<file path="config.mk">
export PLATFORM = sky130hd
export DESIGN_NAME = max_score_tracker
export DESIGN_NICKNAME = d
export VERILOG_FILES = /design/src/rtl/max_score_tracker.sv
export SDC_FILE = /design/constraint.sdc
export NUM_CORES = 1
export LEC_CHECK = 0
export CELL_PAD_IN_SITES_DETAIL_PLACEMENT = 0
export CELL_PAD_IN_SITES_GLOBAL_PLACEMENT = 1
export CORE_MARGIN = 2
export CORE_UTILIZATION = 25
export DETAILED_ROUTE_END_ITERATION = 16
export PLACE_DENSITY = 0.69
export SLEW_MARGIN = 20
export SYNTH_ARGS = -nofsm -noshare
export SYNTH_HDL_FRONTEND = slang
export SYNTH_SLANG_ARGS = --single-unit
</file>
<file path="constraint.sdc">
create_clock -name clk -period 12.85 [get_ports clk]
set_input_delay 1.9275 -clock clk [delete_from_list [all_inputs] [get_ports clk]]
set_output_delay 1.9275 -clock clk [all_outputs]
set_load 0.01 [all_outputs]
</file>
<file path="src/rtl/max_score_tracker.sv">
// max_score_tracker: reduces the per-PE score array to a single maximum
// through a two-stage comparator pipeline and folds it into a running best
// score and its matrix position for the traceback controller.
// Optional feature macro: MAX_TRACKER_POS_EN. When it is defined, the
// coordinate adders and coordinate pipeline are built. When it is undefined,
// max_row and max_col are tied to 0.
module max_score_tracker #(
  parameter int NUM_PU       = 4,
  parameter int NUM_ROWS_PE  = 2,
  parameter int NUM_COLS_PE  = 2,
  parameter int SCORE_WIDTH  = 10,
  parameter int SEQ_LENGTH_W = 5
) (
  input  logic                                                  clk,
  input  logic                                                  rst,
  input  logic                                                  start,
  input  logic [NUM_PU*NUM_ROWS_PE*NUM_COLS_PE*SCORE_WIDTH-1:0] scores_in,
  input  logic [NUM_PU-1:0]                                     valid_pu,
  input  logic [NUM_PU*SEQ_LENGTH_W-1:0]                        pu_row_base,
  input  logic [NUM_PU*SEQ_LENGTH_W-1:0]                        pu_col_base,
  input  logic                                                  last_wave,
  output logic [SCORE_WIDTH-1:0]                                max_score,
  output logic [SEQ_LENGTH_W-1:0]                               max_row,
  output logic [SEQ_LENGTH_W-1:0]                               max_col,
  output logic                                                  result_valid,
  output logic                                                  busy
);

  localparam int PE_PER_PU = NUM_ROWS_PE * NUM_COLS_PE;

  typedef enum logic [1:0] {IDLE, TRACK, DRAIN, DONE} state_t;

  state_t r_state;
  state_t w_nextState;
  logic   r_drainCnt;
  logic   w_accept;

  logic [SCORE_WIDTH-1:0]  w_s1Score [NUM_PU];
  logic [SCORE_WIDTH-1:0]  r_s1Score [NUM_PU];
  logic [NUM_PU-1:0]       r_s1Valid;

  logic                    w_s2Found;
  logic [SCORE_WIDTH-1:0]  w_s2Score;
  logic [SCORE_WIDTH-1:0]  r_s2Score;
  logic                    r_s2Valid;

  logic [SCORE_WIDTH-1:0]  r_maxScore;

`ifdef MAX_TRACKER_POS_EN
  logic [SEQ_LENGTH_W-1:0] w_s1Row [NUM_PU];
  logic [SEQ_LENGTH_W-1:0] w_s1Col [NUM_PU];
  logic [SEQ_LENGTH_W-1:0] r_s1Row [NUM_PU];
  logic [SEQ_LENGTH_W-1:0] r_s1Col [NUM_PU];
  logic [SEQ_LENGTH_W-1:0] w_s2Row;
  logic [SEQ_LENGTH_W-1:0] w_s2Col;
  logic [SEQ_LENGTH_W-1:0] r_s2Row;
  logic [SEQ_LENGTH_W-1:0] r_s2Col;
  logic [SEQ_LENGTH_W-1:0] r_maxRow;
  logic [SEQ_LENGTH_W-1:0] r_maxCol;
`else
  logic                    w_unusedBases;
  assign w_unusedBases = ^{pu_row_base, pu_col_base};
`endif

  // New data enters the pipeline only while tracking or in a start cycle.
  assign w_accept = start | (r_state == TRACK);

  // State register.
  always_ff @(posedge clk or posedge rst) begin
    if (rst) r_state <= IDLE;
    else     r_state <= w_nextState;
  end

  // Next-state logic; start overrides everything, including last_wave.
  always_comb begin
    w_nextState = r_state;
    if (start) begin
      w_nextState = TRACK;
    end else begin
      case (r_state)
        TRACK:   if (last_wave) w_nextState = DRAIN;
        DRAIN:   if (r_drainCnt) w_nextState = DONE;
        default: w_nextState = r_state;
      endcase
    end
  end

  // Drain counter: counts the two cycles needed to flush stages 1 and 2.
  always_ff @(posedge clk or posedge rst) begin
    if (rst)                               r_drainCnt <= 1'b0;
    else if (start || r_state != DRAIN)    r_drainCnt <= 1'b0;
    else                                   r_drainCnt <= ~r_drainCnt;
  end

  // Stage 1 reduction: per-PU max in row-major order, first occurrence wins.
  always_comb begin
    for (int i = 0; i < NUM_PU; i++) begin
      w_s1Score[i] = scores_in[i*PE_PER_PU*SCORE_WIDTH +: SCORE_WIDTH];
`ifdef MAX_TRACKER_POS_EN
      w_s1Row[i] = pu_row_base[i*SEQ_LENGTH_W +: SEQ_LENGTH_W];
      w_s1Col[i] = pu_col_base[i*SEQ_LENGTH_W +: SEQ_LENGTH_W];
`endif
      for (int j = 0; j < NUM_ROWS_PE; j++) begin
        for (int k = 0; k < NUM_COLS_PE; k++) begin
          if (scores_in[((i*NUM_ROWS_PE + j)*NUM_COLS_PE + k)*SCORE_WIDTH +: SCORE_WIDTH]
              > w_s1Score[i]) begin
            w_s1Score[i] = scores_in[((i*NUM_ROWS_PE + j)*NUM_COLS_PE + k)*SCORE_WIDTH +: SCORE_WIDTH];
`ifdef MAX_TRACKER_POS_EN
            w_s1Row[i] = pu_row_base[i*SEQ_LENGTH_W +: SEQ_LENGTH_W] + SEQ_LENGTH_W'(j);
            w_s1Col[i] = pu_col_base[i*SEQ_LENGTH_W +: SEQ_LENGTH_W] + SEQ_LENGTH_W'(k);
`endif
          end
        end
      end
    end
  end

  // Stage 1 register; valids are masked when inputs are not being sampled.
  always_ff @(posedge clk or posedge rst) begin
    if (rst) begin
      r_s1Valid <= '0;
      for (int i = 0; i < NUM_PU; i++) begin
        r_s1Score[i] <= '0;
`ifdef MAX_TRACKER_POS_EN
        r_s1Row[i]   <= '0;
        r_s1Col[i]   <= '0;
`endif
      end
    end else begin
      r_s1Valid <= valid_pu & {NUM_PU{w_accept}};
      for (int i = 0; i < NUM_PU; i++) begin
        r_s1Score[i] <= w_s1Score[i];
`ifdef MAX_TRACKER_POS_EN
        r_s1Row[i]   <= w_s1Row[i];
        r_s1Col[i]   <= w_s1Col[i];
`endif
      end
    end
  end

  // Stage 2 reduction across valid PUs; the lowest PU index wins ties.
  always_comb begin
    w_s2Found = 1'b0;
    w_s2Score = '0;
`ifdef MAX_TRACKER_POS_EN
    w_s2Row   = '0;
    w_s2Col   = '0;
`endif
    for (int i = 0; i < NUM_PU; i++) begin
      if (r_s1Valid[i] && (!w_s2Found || r_s1Score[i] > w_s2Score)) begin
        w_s2Found = 1'b1;
        w_s2Score = r_s1Score[i];
`ifdef MAX_TRACKER_POS_EN
        w_s2Row   = r_s1Row[i];
        w_s2Col   = r_s1Col[i];
`endif
      end
    end
  end

  // Stage 2 register; a start discards whatever belonged to the old alignment.
  always_ff @(posedge clk or posedge rst) begin
    if (rst) begin
      r_s2Valid <= 1'b0;
      r_s2Score <= '0;
`ifdef MAX_TRACKER_POS_EN
      r_s2Row   <= '0;
      r_s2Col   <= '0;
`endif
    end else begin
      r_s2Valid <= w_s2Found & ~start;
      r_s2Score <= w_s2Score;
`ifdef MAX_TRACKER_POS_EN
      r_s2Row   <= w_s2Row;
      r_s2Col   <= w_s2Col;
`endif
    end
  end

  // Stage 3 running maximum; strict compare keeps the earliest occurrence.
  always_ff @(posedge clk or posedge rst) begin
    if (rst) begin
      r_maxScore <= '0;
`ifdef MAX_TRACKER_POS_EN
      r_maxRow   <= '0;
      r_maxCol   <= '0;
`endif
    end else if (start) begin
      r_maxScore <= '0;
`ifdef MAX_TRACKER_POS_EN
      r_maxRow   <= '0;
      r_maxCol   <= '0;
`endif
    end else if (r_s2Valid && r_s2Score > r_maxScore) begin
      r_maxScore <= r_s2Score;
`ifdef MAX_TRACKER_POS_EN
      r_maxRow   <= r_s2Row;
      r_maxCol   <= r_s2Col;
`endif
    end
  end

  assign max_score    = r_maxScore;
`ifdef MAX_TRACKER_POS_EN
  assign max_row      = r_maxRow;
  assign max_col      = r_maxCol;
`else
  assign max_row      = '0;
  assign max_col      = '0;
`endif
  assign result_valid = (r_state == DONE);
  assign busy         = (r_state == TRACK) || (r_state == DRAIN);

endmodule

</file>
== Word-level counts from Yosys, hierarchy flattened ==
Index checks and enable logic that the tools add are counted.

* Register bits: 68
* Bits in latches: 0
* Bits in writable memories: 0
* Bits in read-only memories: 0
* Output and inout bits: 22
* Word-level logic and storage cells: 79
* Memories kept: 0

* Add/subtract/negate cells: 0
* $mul: 0
* Div/mod/pow operators: 0
* $lt $le $gt $ge: 16
* Eq/ne operators: 6
* Shifts and indexed selects: 0
* Muxes and demuxes: 27
* Bitwise logic cells: 5
* Reductions and logical operators: 15

{| class="wikitable"
|+ Operators by type and width
! operator !! count
|-
| 2-to-1 mux 10 bit || 18
|-
| greater-than comparator 10 bit || 16
|-
| 2-to-1 mux 2 bit || 3
|-
| != test 3 bit, second input constant || 2
|-
| logical OR 1 bit || 5
|-
| 2-to-1 mux 1 bit || 5
|-
| bitwise AND 4 bit || 1
|-
| equality test 2 bit, second input constant || 2
|-
| logical AND 1 bit || 4
|-
| one-hot mux 2 bit (2 select lines) || 1
|-
| zero test 1 bit || 3
|-
| AND reduction 3 bit || 1
|-
| nonzero test 3 bit || 1
|-
| equality test 2 x 1 -> 1 bit, second input constant || 1
|-
| != test 2 bit, second input constant || 1
|-
| inverter 1 bit || 2
|-
| nonzero test 2 bit || 1
|-
| bitwise AND 1 bit || 1
|-
| OR 1 bit || 1
|}

== Longest topological paths before layout ==
Gate-level depths: netlist of run 1.

* Word-level depth: 14
* Depth in mapped cells: 25
* Mapped depth without buffers: 21

== Worst setup path after synthesis of run 1 ==
No wires, ideal clock.

* Path kind: input-to-reg
* Start point: input scores_in[45]
* End point: register r_s1Score[28] (netlist bit)
* Arrival: 6.627 ns
* Slack: 6.145 ns
* Cell stages on the path: 22
* Buffers on the path: 4
* Cells stage by stage: inv_1 ha_1 nand4_1 nor3_1 buf_2 buf_1 nand2_1 o311a_1 ha_1 a211oi_1 nor2_1 o41ai_4 clkbuf_1 nand2_1 o21ai_0 ha_1 a211oi_1 nor2_1 o41ai_4 clkbuf_1 o21a_1 o2bb2ai_1

{| class="wikitable"
|+ RTL lines
! element !! line !! text
|-
| start: declaration || 17 || <nowiki>input logic [NUM_PU*NUM_ROWS_PE*NUM_COLS_PE*SCORE_WIDTH-1:0] scores_in,</nowiki>
|-
| end signal: indexed assignment || 132 || <nowiki>r_s1Score[i] <= w_s1Score[i];</nowiki>
|-
| end: declaration || 39 || <nowiki>logic [SCORE_WIDTH-1:0] r_s1Score [NUM_PU];</nowiki>
|}

==> results of run 1 <==
[metal layers]
metal / vias to the layer above / share of wire, % / global-route usage (%) / wire length, µm
met4: 8 / 1.1 / 2.32 / 303
met3: 29 / 4.5 / 2.68 / 1250
met2: 144 / 49 / 24.4 / 13800
li1: 4496 / - / - / -
met5: - / 0.20 / 0 / 56
met1: 4199 / 45 / 17.7 / 12500
[power groups by stage]
stage | Clock, mW | Sequential [mW] | Combinational (mW)
2_1_floorplan | 0 | 0.345 | 0.709
3_3_place_gp | 0 | 0.367 | 0.956
3_5_place_dp | 0 | 0.368 | 0.978
5_1_grt | 0.277 | 0.373 | 1.12
6_report | 0.260 | 0.362 | 0.986
4_1_cts | 0.266 | 0.364 | 0.986
[registers in the layout, indices dropped and copies added, names as in the netlist]
| register | flops |
|---|---|
| r_s2Valid | 1 |
| r_state | 2 |
| max_score | 10 |
| r_s2Score | 10 |
| r_s1Valid | 4 |
| r_drainCnt | 1 |
| r_s1Score | 40 |
[cell type report]
type | count | area, µm² | share of cell area (%)
well taps | 511 | 639 | 5.30
repair buffers | 185 | 1840 | 15.2
diodes | 2 | 5.00 | 0.0415
clock buffers | 12 | 246 | 2.04
inverters | 161 | 604 | 5.01
clock inverters | 4 | 72.6 | 0.602
flip-flops and latches | 68 | 1700 | 14.1
multi-input cells | 846 | 6950 | 57.7
[stage by stage]
stage / setup WS [ps] / cells / cell area (µm²)
CTS: 4290 / 1787 / 12000
global placement: 3980 / 1771 / 11700
finish: 4310 / 1789 / 12100
detailed placement: 3960 / 1771 / 11700
global route: 3810 / 1787 / 12100
floorplan: 6150 / 1145 / 9530
[synthesized netlist by cell type, types with 3 or more instances]
cell       number  area (µm²)
ha_1          163        2040
inv_1         161         604
dfrtp_1        68        1700
nand2_1        65         244
nand2b_1       49         307
nand4_1        47         294
a21oi_1        45         225
clkbuf_1       41         154
nor2_1         31         116
mux2i_1        30         300
nor3_1         29         145
mux2_2         28         315
a21o_1         27         203
o21ai_0        25         125
a211oi_1       24         180
nand3_1        24         120
a2111o_1       22         248
a221oi_1       19         166
o21a_1         18         135
o311a_1        18         180
o211ai_1       15         113
and3_1         13        81.3
buf_2          13        65.1
a2111oi_0      12         105
and2_1         12        75.1
o21bai_1       12        90.1
a31oi_1        11        68.8
o2111ai_1      11        96.3
o311ai_0       11        96.3
buf_4          10        75.1
nor2b_1        10        62.6
o211a_1         9        90.1
o2bb2ai_1       9        78.8
and4_1          8        70.1
mux2_4          6        90.1
a221o_1         4        40.0
a2111oi_4       3        82.6
a211o_1         3        26.3
a21oi_2         3        26.3
buf_1           3        11.3
or2_2           3        18.8
[critical path: cells and delay by family]
family	cells	cell delay [ps]
adder cells (fa/ha/maj)	3	1110
multiplexers	2	710
AND/OR/NAND/NOR	3	1370
AO/OA/AOI/OAI	10	2950
buffers and inverters	3	690
[cells by family after synthesis]
| group | after synthesis | synth area share, % |
|---|---|---|
| compound gates | 317 | 27.1 |
| simple gates | 292 | 16.2 |
| buf+inv | 231 | 9.86 |
| fa+ha+maj | 163 | 21.5 |
| flops | 68 | 17.9 |
| mux | 64 | 7.43 |
| other cells | 1 | 0.0395 |
[how the worst min path moves through the flow]
| stage | to |
|---|---|
| 5_1_grt | r_s2Score[8]$_DFF_PP0_ |
| 2_1_floorplan | r_s2Score[0]$_DFF_PP0_ |
| 4_1_cts | r_s2Score[8]$_DFF_PP0_ |
| 3_5_place_dp | r_s2Score[8]$_DFF_PP0_ |
| 3_3_place_gp | r_s2Score[9]$_DFF_PP0_ |
| 6_report | r_s2Score[0]$_DFF_PP0_ |
==> impl_metrics.ini, run 1 <==
[clock_tree]
h-tree-depth = 3
clk_latency_ps = 330
cts_setup_buffers = 0
cts_buffer_depth = 2
cts-root-buf = clkbuf_16
cts_tree = yes
clock-sinks = 68
cts_made_buffers = 9
holdBufCountCts = 0
path_clk_slew_ps = 50
postCtsResizedCells = 0

[drt]
routedWlPerCell_um = 15.6
drtIter0Drc = 396
ant_nets = 0
num_vias = 8876
wl_mm = 27.9
drcViolationCount = 0
vias_per_cell = 4.96
first_pass_iters = 6

[setup_path]
endpoint = r_s1Score[31]$_DFF_PP0_
end_kind = flip-flop
crit_arrival_ps = 8750
worstSetupPathType = in2reg
slowest_stage = o21ai_1
reg2reg_slack_ps = 6440
crit_chain = clkdlybuf4s50_1, inv_1, ha_1, and4_1, and3_1, o311ai_0, a211oi_1, ha_1, a21o_1, a21o_1, a221o_1, o21ai_1, mux2i_1, inv_1, ha_1, nor2b_1, o211ai_1, a21oi_1, a211oi_1, a21bo_2, mux2_2
slowest_delay_ps = 850
cpMostUsedCell = ha_1
r2r_start = r_s1Valid[0]$_DFF_PP0_
r2r_end = r_s2Score[3]$_DFF_PP0_
start_kind = input pin
critical_path_required_ps = 13060
reg2reg_depth = 22
crit_path_start = scores_in[5]
worst-path-max-fanout = 20

[sta]
maxSlewViolCount = 0
tns_ps = 0
setup_viol = 0
worstMarginPinSlew_ps = 1090
timing.clock.skew_ps = 6.42
fmax_ghz = 0.117
worst_hold_slack_ps = 523
fin_crit_ps = 8540
slew_headroom_pct = 27.1
rsz0062_at_grt = no
hold_viol = 0
min_period_over_period_pct = 66.4

[global_routing]
grt_overflow_total = 0
antenna_found_initial = 5
grt_first_pass_wirelength_mm = 44.2
track_usage_pct = 13.8
grt_start_max_net_pins = 69
grt_pass1_vias = 8595

[cells_and_area]
area_delta_synth_final_pct = 26.9
fin_nets = 1642
utilization_pct = 32.1
layout_common_cells = 179 x clkdlybuf4s50_1, 163 x ha_1, 160 x inv_1
drive_gt1_share_pct = 6.27
mostFrequentLayoutCell = clkdlybuf4s50_1
nFillCells = 3940

[die]
core_region_area_um2 = 37600
start_util_pct = 25.3
die_area_um2 = 39600
rows = 71
die_x_um = 199
pin_count = 230
die_h_um = 199

[synthesis]
synthDistinctLibCells = 56
yosys_register_bits = 68
ys.flop_type = dfrtp_1
seq_area_frac_synth_pct = 17.9
ys_async_sr_fraction_pct = 100
syn_area_um2 = 9500
synth_edf_count = 0
yosys_warnings = 0
avgSynthCellArea_um2 = 8.36
syn_inst = 1136

[run_status]
status = finished clean

[pwr]
combPwrFrac_pct = 61.3
leakage_nw = 5.49
power_density_nw_per_um2 = 133
p_sw_mw = 0.671
total_power_mw = 1.61
clockPowerShare_pct = 16.2
internal_power_mw = 0.937
swShare_pct = 41.7
pwr-share-seq_pct = 22.5
ir_drop_uv = 64.4

[flow_run]
maxCapViolCount = 0

[placement]
gp_congestion = 0.848
hpwl_mm = 23.0
port_buffers = 179

[min_path]
worstHoldStart = r_s1Score[0]$_DFF_PP0_
hold_depth = 1
hold_path.class = reg2reg
No activity file was read; power rests on OpenSTA's default activity.
==> run 2: changes to the inputs <==
clock period = 8.5 ns   (was 12.85 ns; I/O delays follow)
==> run 2 against run 1 <==
Effect of this change:
- first-iteration DRC count rose by 6.8%
- worst setup slack got worse by 3200 ps
- cell area increased by 0.37%
- via count decreased by 0.37%
- non-clock buffer count rose by 10
- clock power is 52% higher
- sequential power rose by 51%
- die area unchanged
- critical path type unchanged
- critical endpoint is now r_s1Score[12]$_DFF_PP0_
- largest power group unchanged
==> impl_metrics.ini, run 2 (synthesized netlist as in run 1, its figures left out) <==
[cells_and_area]
multiInputGateArea_um2 = 6920
layoutNonFillerInstCount = 1798
finish.instance_area_um2 = 12100
area_delta_synth_final_pct = 27.4
largest_reg_flops = 40
seq_area_um2 = 1700
regMostFlops = r_s1Score
drive_gt1_share_pct = 6.92
nFillCells = 3930
layout_common_cells = 179 x clkdlybuf4s50_1, 163 x ha_1, 160 x inv_1
fin_nets = 1652
mostFrequentLayoutCell = clkdlybuf4s50_1

[setup_path]
critical_path_required_ps = 8670
slowest_stage = o21a_1
r2r_start = r_s1Valid[0]$_DFF_PP0_
crit_chain = clkdlybuf4s50_1, inv_1, ha_1, a21oi_1, o21a_1, nor2_1, a221oi_1, o211a_1, ha_1, a21o_1, a21o_1, a2111oi_0, a221o_1, buf_4, nor2_1, a21o_1, ha_1, nand2_1, o21bai_1, a211o_1, and2_1, a221oi_1
reg2reg_slack_ps = 1910
crit_arrival_ps = 7540
reg2reg_depth = 22
r2r_end = r_s2Score[3]$_DFF_PP0_
end_kind = flip-flop
slowest_delay_ps = 540
worst-path-max-fanout = 21
worstSetupPathType = in2reg
start_kind = input pin

[die]
rows = 71
die_h_um = 199
die_x_um = 199
start_util_pct = 25.3
core_region_area_um2 = 37600
pin_count = 230
die_area_um2 = 39600

[sta]
slew_headroom_pct = 36.3
tns_ps = 0
timing.clock.skew_ps = 4.13
worstMarginPinSlew_ps = 952
hold_viol = 0
fmax_ghz = 0.136
rsz0062_at_grt = no
fin_crit_ps = 7360
setup_viol = 0
min_period_over_period_pct = 86.6
maxSlewViolCount = 0

[clock_tree]
cts-root-buf = clkbuf_16
holdBufCountCts = 0
cts_tree = yes
h-tree-depth = 3
cts_buffer_depth = 2
cts_setup_buffers = 0
clock-sinks = 68
postCtsResizedCells = 0
path_clk_slew_ps = 50
cts_made_buffers = 9
clk_latency_ps = 340

[placement]
dpl_cell_area_um2 = 11800
gp_congestion = 0.842
port_buffers = 179
dp_cells = 1781
hpwl_mm = 23.2

[pwr]
internal_power_mw = 1.42
power_density_nw_per_um2 = 201
clockPowerShare_pct = 16.2
combPwrFrac_pct = 61.2
pwr-share-seq_pct = 22.6
swShare_pct = 41.5
leakage_nw = 5.51
ir_drop_uv = 99.3
p_sw_mw = 1.01

[flow_run]
maxCapViolCount = 0

[global_routing]
grt_pass1_vias = 8718
grt_overflow_total = 0
track_usage_pct = 14.0
antenna_found_initial = 5
grt_start_max_net_pins = 69
grt_first_pass_wirelength_mm = 44.5

[drt]
num_vias = 8843
vias_per_cell = 4.92
drcViolationCount = 0
first_pass_iters = 4
wl_mm = 27.8
drtIter0Drc = 423
routedWlPerCell_um = 15.5
ant_nets = 0

[min_path]
hold_path.class = reg2reg
worstHoldStart = r_s1Score[8]$_DFF_PP0_
hold_depth = 1
worstHoldEndpoint = r_s2Score[8]$_DFF_PP0_

[run_status]
status = finished clean
## run 2: worst max-delay path by stage
stage | start | endpoint | slack, ps
global route | scores_in[89] | r_s1Score[12]$_DFF_PP0_ | 610
detailed placement | scores_in[9] | r_s1Score[31]$_DFF_PP0_ | 780
finish | scores_in[89] | r_s1Score[12]$_DFF_PP0_ | 1140
CTS | scores_in[9] | r_s1Score[31]$_DFF_PP0_ | 1140
global placement | scores_in[9] | r_s1Score[31]$_DFF_PP0_ | 800
floorplan | scores_in[45] | r_s1Score[28]$_DFF_PP0_ | 2450
## run 2: routing by layer
layer / vias to the layer above / global-route usage, % / part of all wire [%]
li1: 4510 / - / -
met1: 4139 / 17.5 / 44
met2: 157 / 24.9 / 50
met3: 29 / 3.19 / 5.1
met4: 8 / 2.18 / 0.95
met5: - / 0 / 0.18
## run 2: layout make-up
cell class	instances	share of cell area, %
Multi-Input combinational cell	846	57.2
Inverter	161	4.99
Tap cell	511	5.28
Clock buffer	12	2.04
Antenna cell	1	0.0207
Timing Repair Buffer	195	15.8
Clock inverter	4	0.600
Sequential cell	68	14.1
## run 2: power groups by stage
stage	Sequential [mW]	Combinational [mW]	Clock, mW
2_1_floorplan	0.521	1.07	0
3_3_place_gp	0.556	1.45	0
6_report	0.548	1.49	0.395
3_5_place_dp	0.556	1.49	0
5_1_grt	0.564	1.70	0.426
4_1_cts	0.551	1.50	0.408
## run 2: worst max-delay path, delay by kind of cell
kind                       cells  cell delay (ps)
AOI/OAI and AO/OA             12             3690
adders and majority gates      3              900
and+or+nand+nor                4              820
buffers and inverters          3              830
## run 2: through the flow
| step | power [mW] | hold WS [ps] | setup WS, ps | utilization (%) |
|---|---|---|---|---|
| 2_1_floorplan | 1.59 | 481 | 2450 | - |
| 3_5_place_dp | 2.05 | 515 | 778 | 31.3 |
| 6_report | 2.43 | 524 | 1140 | 32.2 |
| 4_1_cts | 2.46 | 532 | 1140 | 32.2 |
| 5_1_grt | 2.69 | 557 | 612 | 32.2 |
| 3_3_place_gp | 2.01 | 514 | 800 | 31.3 |
